File: src/rtl/serial_adder_ctrl_if.sv
// Handshake and data bundle between an upstream controller and serial_adder_ctrl.
// The master drives the operands and start; the slave returns status and the registered result.
interface serial_adder_ctrl_if #(
    parameter int WIDTH = 8
);
    logic             start;
    logic [WIDTH-1:0] a;
    logic [WIDTH-1:0] b;
    logic             c_in;
    logic             busy;
    logic             done;
    logic [WIDTH-1:0] sum;
    logic             c_out;

    modport master (
        output start, a, b, c_in,
        input  busy, done, sum, c_out
    );

    modport slave (
        input  start, a, b, c_in,
        output busy, done, sum, c_out
    );
endinterface

File: src/rtl/serial_adder_ctrl.sv
// Bit-serial WIDTH-bit adder: one full-adder cell reused LSB first over WIDTH cycles,
// with a start/busy/done handshake and registered sum/carry-out.
module half_adder (
    input  logic x_i,
    input  logic y_i,
    output logic s_o,
    output logic c_o
);
    assign s_o = x_i ^ y_i;
    assign c_o = x_i & y_i;
endmodule

module full_adder_cell (
    input  logic x_i,
    input  logic y_i,
    input  logic c_i,
    output logic s_o,
    output logic c_o
);
    logic s0, c0, c1;

    half_adder u_ha0 (.x_i(x_i), .y_i(y_i), .s_o(s0),  .c_o(c0));
    half_adder u_ha1 (.x_i(s0),  .y_i(c_i), .s_o(s_o), .c_o(c1));

    assign c_o = c0 | c1;
endmodule

// state | meaning
// IDLE  | waiting for start; operands captured on the accepting edge
// RUN   | one sum bit produced per cycle, LSB first
// DONE  | result registers just updated; done pulses for one cycle
module serial_adder_ctrl #(
    parameter int WIDTH = 8
) (
    input  logic                clk,
    input  logic                rst_n,
    serial_adder_ctrl_if.slave  bus
);
    localparam int CNT_W = (WIDTH > 1) ? $clog2(WIDTH) : 1;
    localparam logic [CNT_W-1:0] CNT_LAST = CNT_W'(WIDTH - 1);

    typedef enum logic [1:0] {
        S_IDLE = 2'd0,
        S_RUN  = 2'd1,
        S_DONE = 2'd2
    } state_t;

    state_t           state_q, state_d;
    logic [WIDTH-1:0] a_sh_q, a_sh_d;
    logic [WIDTH-1:0] b_sh_q, b_sh_d;
    logic [WIDTH-1:0] acc_q, acc_d;
    logic [WIDTH-1:0] sum_q, sum_d;
    logic [CNT_W-1:0] cnt_q, cnt_d;
    logic             carry_q, carry_d;
    logic             c_out_q, c_out_d;

    logic             fa_s, fa_c;
    logic [WIDTH-1:0] acc_shift;

    full_adder_cell u_fa (
        .x_i(a_sh_q[0]),
        .y_i(b_sh_q[0]),
        .c_i(carry_q),
        .s_o(fa_s),
        .c_o(fa_c)
    );

    // New sum bit enters at the MSB so that after WIDTH shifts bit 0 lands at the LSB.
    generate
        if (WIDTH == 1) begin : g_acc_w1
            assign acc_shift = fa_s;
        end else begin : g_acc_wn
            assign acc_shift = {fa_s, acc_q[WIDTH-1:1]};
        end
    endgenerate

    always_ff @(posedge clk or negedge rst_n) begin
        if (!rst_n) begin
            state_q <= S_IDLE;
            a_sh_q  <= '0;
            b_sh_q  <= '0;
            acc_q   <= '0;
            sum_q   <= '0;
            cnt_q   <= '0;
            carry_q <= 1'b0;
            c_out_q <= 1'b0;
        end else begin
            state_q <= state_d;
            a_sh_q  <= a_sh_d;
            b_sh_q  <= b_sh_d;
            acc_q   <= acc_d;
            sum_q   <= sum_d;
            cnt_q   <= cnt_d;
            carry_q <= carry_d;
            c_out_q <= c_out_d;
        end
    end

    always_comb begin
        state_d = state_q;
        a_sh_d  = a_sh_q;
        b_sh_d  = b_sh_q;
        acc_d   = acc_q;
        sum_d   = sum_q;
        cnt_d   = cnt_q;
        carry_d = carry_q;
        c_out_d = c_out_q;
        case (state_q)
            S_IDLE: begin
                if (bus.start) begin
                    a_sh_d  = bus.a;
                    b_sh_d  = bus.b;
                    carry_d = bus.c_in;
                    acc_d   = '0;
                    cnt_d   = '0;
                    state_d = S_RUN;
                end
            end
            S_RUN: begin
                a_sh_d  = a_sh_q >> 1;
                b_sh_d  = b_sh_q >> 1;
                acc_d   = acc_shift;
                carry_d = fa_c;
                cnt_d   = cnt_q + CNT_W'(1);
                if (cnt_q == CNT_LAST) begin
                    sum_d   = acc_shift;
                    c_out_d = fa_c;
                    state_d = S_DONE;
                end
            end
            S_DONE: begin
                state_d = S_IDLE;
            end
            default: begin
                state_d = S_IDLE;
            end
        endcase
    end

    assign bus.busy  = (state_q == S_RUN);
    assign bus.done  = (state_q == S_DONE);
    assign bus.sum   = sum_q;
    assign bus.c_out = c_out_q;
endmodule

File: src/flat_wrapper.sv
// flat-port wrapper written by rule: the top's interface ports become plain ports
module serial_adder_ctrl_flat 
#(
    parameter int WIDTH = 8
)
  (clk, rst_n, bus_start, bus_a, bus_b, bus_c_in, bus_busy, bus_done, bus_sum, bus_c_out);
  serial_adder_ctrl_if #(.WIDTH(WIDTH)) bus_i ();
  input  logic clk;
  input  logic rst_n;
  input wire logic [$bits(bus_i.start)-1:0] bus_start;
  input wire logic [$bits(bus_i.a)-1:0] bus_a;
  input wire logic [$bits(bus_i.b)-1:0] bus_b;
  input wire logic [$bits(bus_i.c_in)-1:0] bus_c_in;
  output wire logic [$bits(bus_i.busy)-1:0] bus_busy;
  output wire logic [$bits(bus_i.done)-1:0] bus_done;
  output wire logic [$bits(bus_i.sum)-1:0] bus_sum;
  output wire logic [$bits(bus_i.c_out)-1:0] bus_c_out;
  assign bus_i.start = bus_start;
  assign bus_i.a = bus_a;
  assign bus_i.b = bus_b;
  assign bus_i.c_in = bus_c_in;
  assign bus_busy = bus_i.busy;
  assign bus_done = bus_i.done;
  assign bus_sum = bus_i.sum;
  assign bus_c_out = bus_i.c_out;
  serial_adder_ctrl #(.WIDTH(WIDTH)) u_core (.clk(clk), .rst_n(rst_n), .bus(bus_i));
endmodule
File: config.mk
export PLATFORM = sky130hd
export DESIGN_NAME = serial_adder_ctrl_flat
export DESIGN_NICKNAME = d
export VERILOG_FILES = /design/src/rtl/serial_adder_ctrl_if.sv /design/src/rtl/serial_adder_ctrl.sv /design/src/flat_wrapper.sv
export SDC_FILE = /design/constraint.sdc
export NUM_CORES = 1
export LEC_CHECK = 0
export CAP_MARGIN = 10
export CORE_MARGIN = 5
export CORE_UTILIZATION = 47
export CTS_BUF_LIST = sky130_fd_sc_hd__clkbuf_4 sky130_fd_sc_hd__clkbuf_8 sky130_fd_sc_hd__clkbuf_16
export DETAILED_ROUTE_END_ITERATION = 7
export GPL_ROUTABILITY_DRIVEN = 0
export PLACE_DENSITY = 0.74
export SETUP_SLACK_MARGIN = 0.3
export SLEW_MARGIN = 0
export SYNTH_ARGS = -nofsm -noshare
export SYNTH_HDL_FRONTEND = slang
export SYNTH_SLANG_ARGS = --single-unit
File: constraint.sdc
create_clock -name clk -period 1.42 [get_ports clk]
set_input_delay 0.284 -clock clk [delete_from_list [all_inputs] [get_ports clk]]
set_output_delay 0.284 -clock clk [all_outputs]
set_load 0.005 [all_outputs]
==> flow_metrics.env <==
export IMPL_reg2reg_from="u_core.state_q[1]"
export IMPL_grt_pass1_wl_um=6982
export IMPL_fin_crit_sh_pct=104.9
export IMPL_fillers=257
export IMPL_dr_pass1_iters=4
export IMPL_grt_max_degree=39
export IMPL_wl_per_cell_um=18.33
export IMPL_drt_initial_drc_count=50
export IMPL_place_inst=220
export IMPL_ys_seq_area_share_pct=49.90
export IMPL_cts_buffers=5
export IMPL_grt_pass1_vias=1447
export IMPL_cp_end_kind="flop"
export IMPL_cts_buffer_depth=2
export IMPL_async_flop_share_pct=100.0
export IMPL_max_freq_ghz=0.6712
export IMPL_cts_hold_fix_buffers=0
export IMPL_cts_sinks=38
export IMPL_critical_path_top_delay_family="buffers and inverters"
export IMPL_synth_edff_count=0
export IMPL_clock_latency_ns=0.29
export IMPL_htreeDepth=2
export IMPL_timing_rr_end="u_core.bus.sum[4]"
export IMPL_power_leakage_nw=1.296
export IMPL_ys_seq_elements=38
export IMPL_finalCriticalPeriod_ns=1.490
export IMPL_grt_util_all_layers_pct=16.96
export IMPL_ys_warn_count=0
export IMPL_tightestPinTransition_ns=0.4822
export IMPL_ys_top_cells_by_area="dfrtp_1 50%, a211oi_2 7.2%, mux2_4 7.1%"
export IMPL_crit_chain="buf_6 > buf_6 > nand3b_1 > buf_12 > mux2_4"
export IMPL_power_density_mw_per_mm2=2034
export IMPL_slew_headroom_pct=67.86
export IMPL_path_buf_inv=3
export IMPL_layout_setup_ws_ns=-0.06989
export IMPL_maxSlewViolCount=0
export IMPL_path_clk_slew_ns=0.08
export IMPL_dr_total_vias=1377
export IMPL_areaGrowthSynthToFinish_pct=49.57
export IMPL_cts_tree="done"
export IMPL_yosysMostFrequentCell="dfrtp_1"
export IMPL_cpMostUsedCell="buf_6"
export IMPL_cp_arrival_ns=1.66
export IMPL_core_sq_mm=0.003971
export IMPL_synth_nets=161
export IMPL_fin_skew_ns=0.007835
export IMPL_hold_viol=0
export IMPL_io_pins=31
export IMPL_startpoint_type="flop"
export IMPL_viasPerCell=5.530
export IMPL_rsz0062_at_grt="true"
export IMPL_syn_avg_cell_area_sq_um=13.81
export IMPL_p_total_mw=5.798
export IMPL_reg2reg_depth=5
export IMPL_cap_violations=0
export IMPL_ant_nets=0
export IMPL_start_util_pct=47.98
export IMPL_dp_hpwl_um=2666
export IMPL_synth_largest_area_cell="dfrtp_1"
export IMPL_wl_um=4565
export IMPL_drive_above_1_share_pct=53.27
export IMPL_die_height_um=73.68
export IMPL_drc=0
export IMPL_r2r_slack_ns=-0.07
export IMPL_ir_drop_v=0.001140
export IMPL_netlist_area_leader_share_pct=49.90
export IMPL_dieArea_sq_mm=0.005428
export IMPL_nNetsFinal=221
export IMPL_synth_cell_types=29
export IMPL_hp_class="in -> async"
export IMPL_crit_fanout=7
export IMPL_synth_common_cells="38 x dfrtp_1, 13 x inv_1, 11 x a211oi_2"
export IMPL_setup_viol=19
export IMPL_synth_cells=138
export IMPL_critical_path_required_ns=1.59
export IMPL_fp_dieW_um=73.68
export IMPL_worstSetupPathType="reg -> reg"
export IMPL_portBuffers=30
export IMPL_cpPeakStageDelay_ns=0.42
export IMPL_final_cell_count_no_fill=249
export IMPL_grt_remaining_overflow=0
export IMPL_antenna_found_initial=0
export IMPL_failed_checks="negative setup slack"
export IMPL_cp_slowest_cell="dfrtp_1"
export IMPL_synth_top_flop_cell="dfrtp_1"
export IMPL_rows=23
export IMPL_root_buffer="clkbuf_8"
export IMPL_status="complete, but fails checks"
export IMPL_diodes=0
export IMPL_syn_area_sq_mm=0.001906
what timing repair did:
item	4_1_cts	5_1_grt
endpoints found under the hold margin	0	0
setup buffers	15	2
setup endpoints to repair	48	41
pin swaps	8	14
gates resized for setup	69	8
cloned	2	2
flip-flops by register name, indices dropped and copies added, names as in the netlist:
name              flops
u_core.a_sh_q         8
u_core.acc_q          7
u_core.b_sh_q         8
u_core.bus.c_out      1
u_core.bus.sum        8
u_core.carry_q        1
u_core.cnt_q          3
u_core.state_q        2
worst register-to-register path, delay by kind of cell, from the launching register on:
| family | cells | cell delay [ns] |
|---|---|---|
| and+or+nand+nor | 1 | 0.21 |
| muxes | 1 | 0.30 |
| DFF | 1 | 0.42 |
| buffers and inverters | 3 | 0.44 |
logic make-up after synthesis:
kind of cell	count (synthesis)	share of synthesized area (%)
AOI/OAI and AO/OA	29	15.82
adders and majority gates	3	2.364
buffers and inverters	26	6.960
DFF	38	49.90
muxes	10	7.617
and+or+nand+nor	32	17.33
per-stage QoR:
step / instance area (sq um) / utilization (%) / worst slack (ns) / hold WS [ns] / TNS [ns]
after floorplan: 2033 / - / 0.05147 / -0.01159 / 0
final: 2850 / 71.77 / -0.06989 / 0.03595 / -0.6962
after global placement: 2399 / 60.40 / -0.1225 / 0.3551 / -1.224
after global routing: 2850 / 71.77 / -0.08500 / 0.07938 / -1.381
after detailed placement: 2399 / 60.40 / -0.1943 / 0.3605 / -2.081
after CTS: 2744 / 69.09 / -0.04808 / 0.05499 / -0.3292
cell type report:
class / instances / area [sq um] / area share (%)
clock inverters: 2 / 60.06 / 2.107
multi-input cells: 74 / 1023 / 35.91
repair buffers: 65 / 616.8 / 21.64
inverters: 14 / 52.55 / 1.844
clock buffers: 6 / 82.58 / 2.897
flip-flops and latches: 38 / 952.2 / 33.41
well taps: 50 / 62.56 / 2.195
worst max-delay path by stage:
stage          slack, ns                end              start  cells after the start
5_1_grt            -0.08  u_core.bus.sum[1]  u_core.state_q[1]                      5
6_report           -0.07  u_core.bus.sum[4]  u_core.state_q[1]                      5
4_1_cts            -0.05  u_core.bus.sum[4]    u_core.cnt_q[0]                      5
2_1_floorplan       0.05   u_core.bus.c_out    u_core.cnt_q[0]                      5
3_5_place_dp       -0.19   u_core.a_sh_q[2]          bus_start                      4
3_3_place_gp       -0.12   u_core.a_sh_q[2]          bus_start                      4
report_power, final:
part           leakage [nW]  internal (mW)  switching (mW)
Combinational         0.761           1.60            1.16
Sequential            0.464           1.57           0.327
Clock                0.0714          0.749           0.390
metal layers:
layer | vias up | GRT usage, % | routed length (um)
li1 | 633 | - | -
met1 | 705 | 20.23 | 1816
met2 | 31 | 30.61 | 2469
met3 | 8 | 3.830 | 233
met4 | 0 | 4.225 | 46
met5 | - | 0 | 0
placed cells by master, fill, tap and decap left out, drive strengths merged:
master and n:
a211o 1, a211oi 11, a21o 1, a21oi 1, a221oi 1, a22o 9
buf 44, bufinv 2, clkbuf 8, clkdlybuf4s15 1, clkdlybuf4s50 17, dfrtp 38
dlygate4sd2 1, fa 1, ha 2, inv 14, mux2 9, mux2i 1
nand2b 1, nand3b 1, nor2b 1, nor3b 12, nor4b 12, nor4bb 2
o21ba 1, o21bai 1, o221a 3, or4b 3
Note: power is estimated with default switching activity, not from simulation.
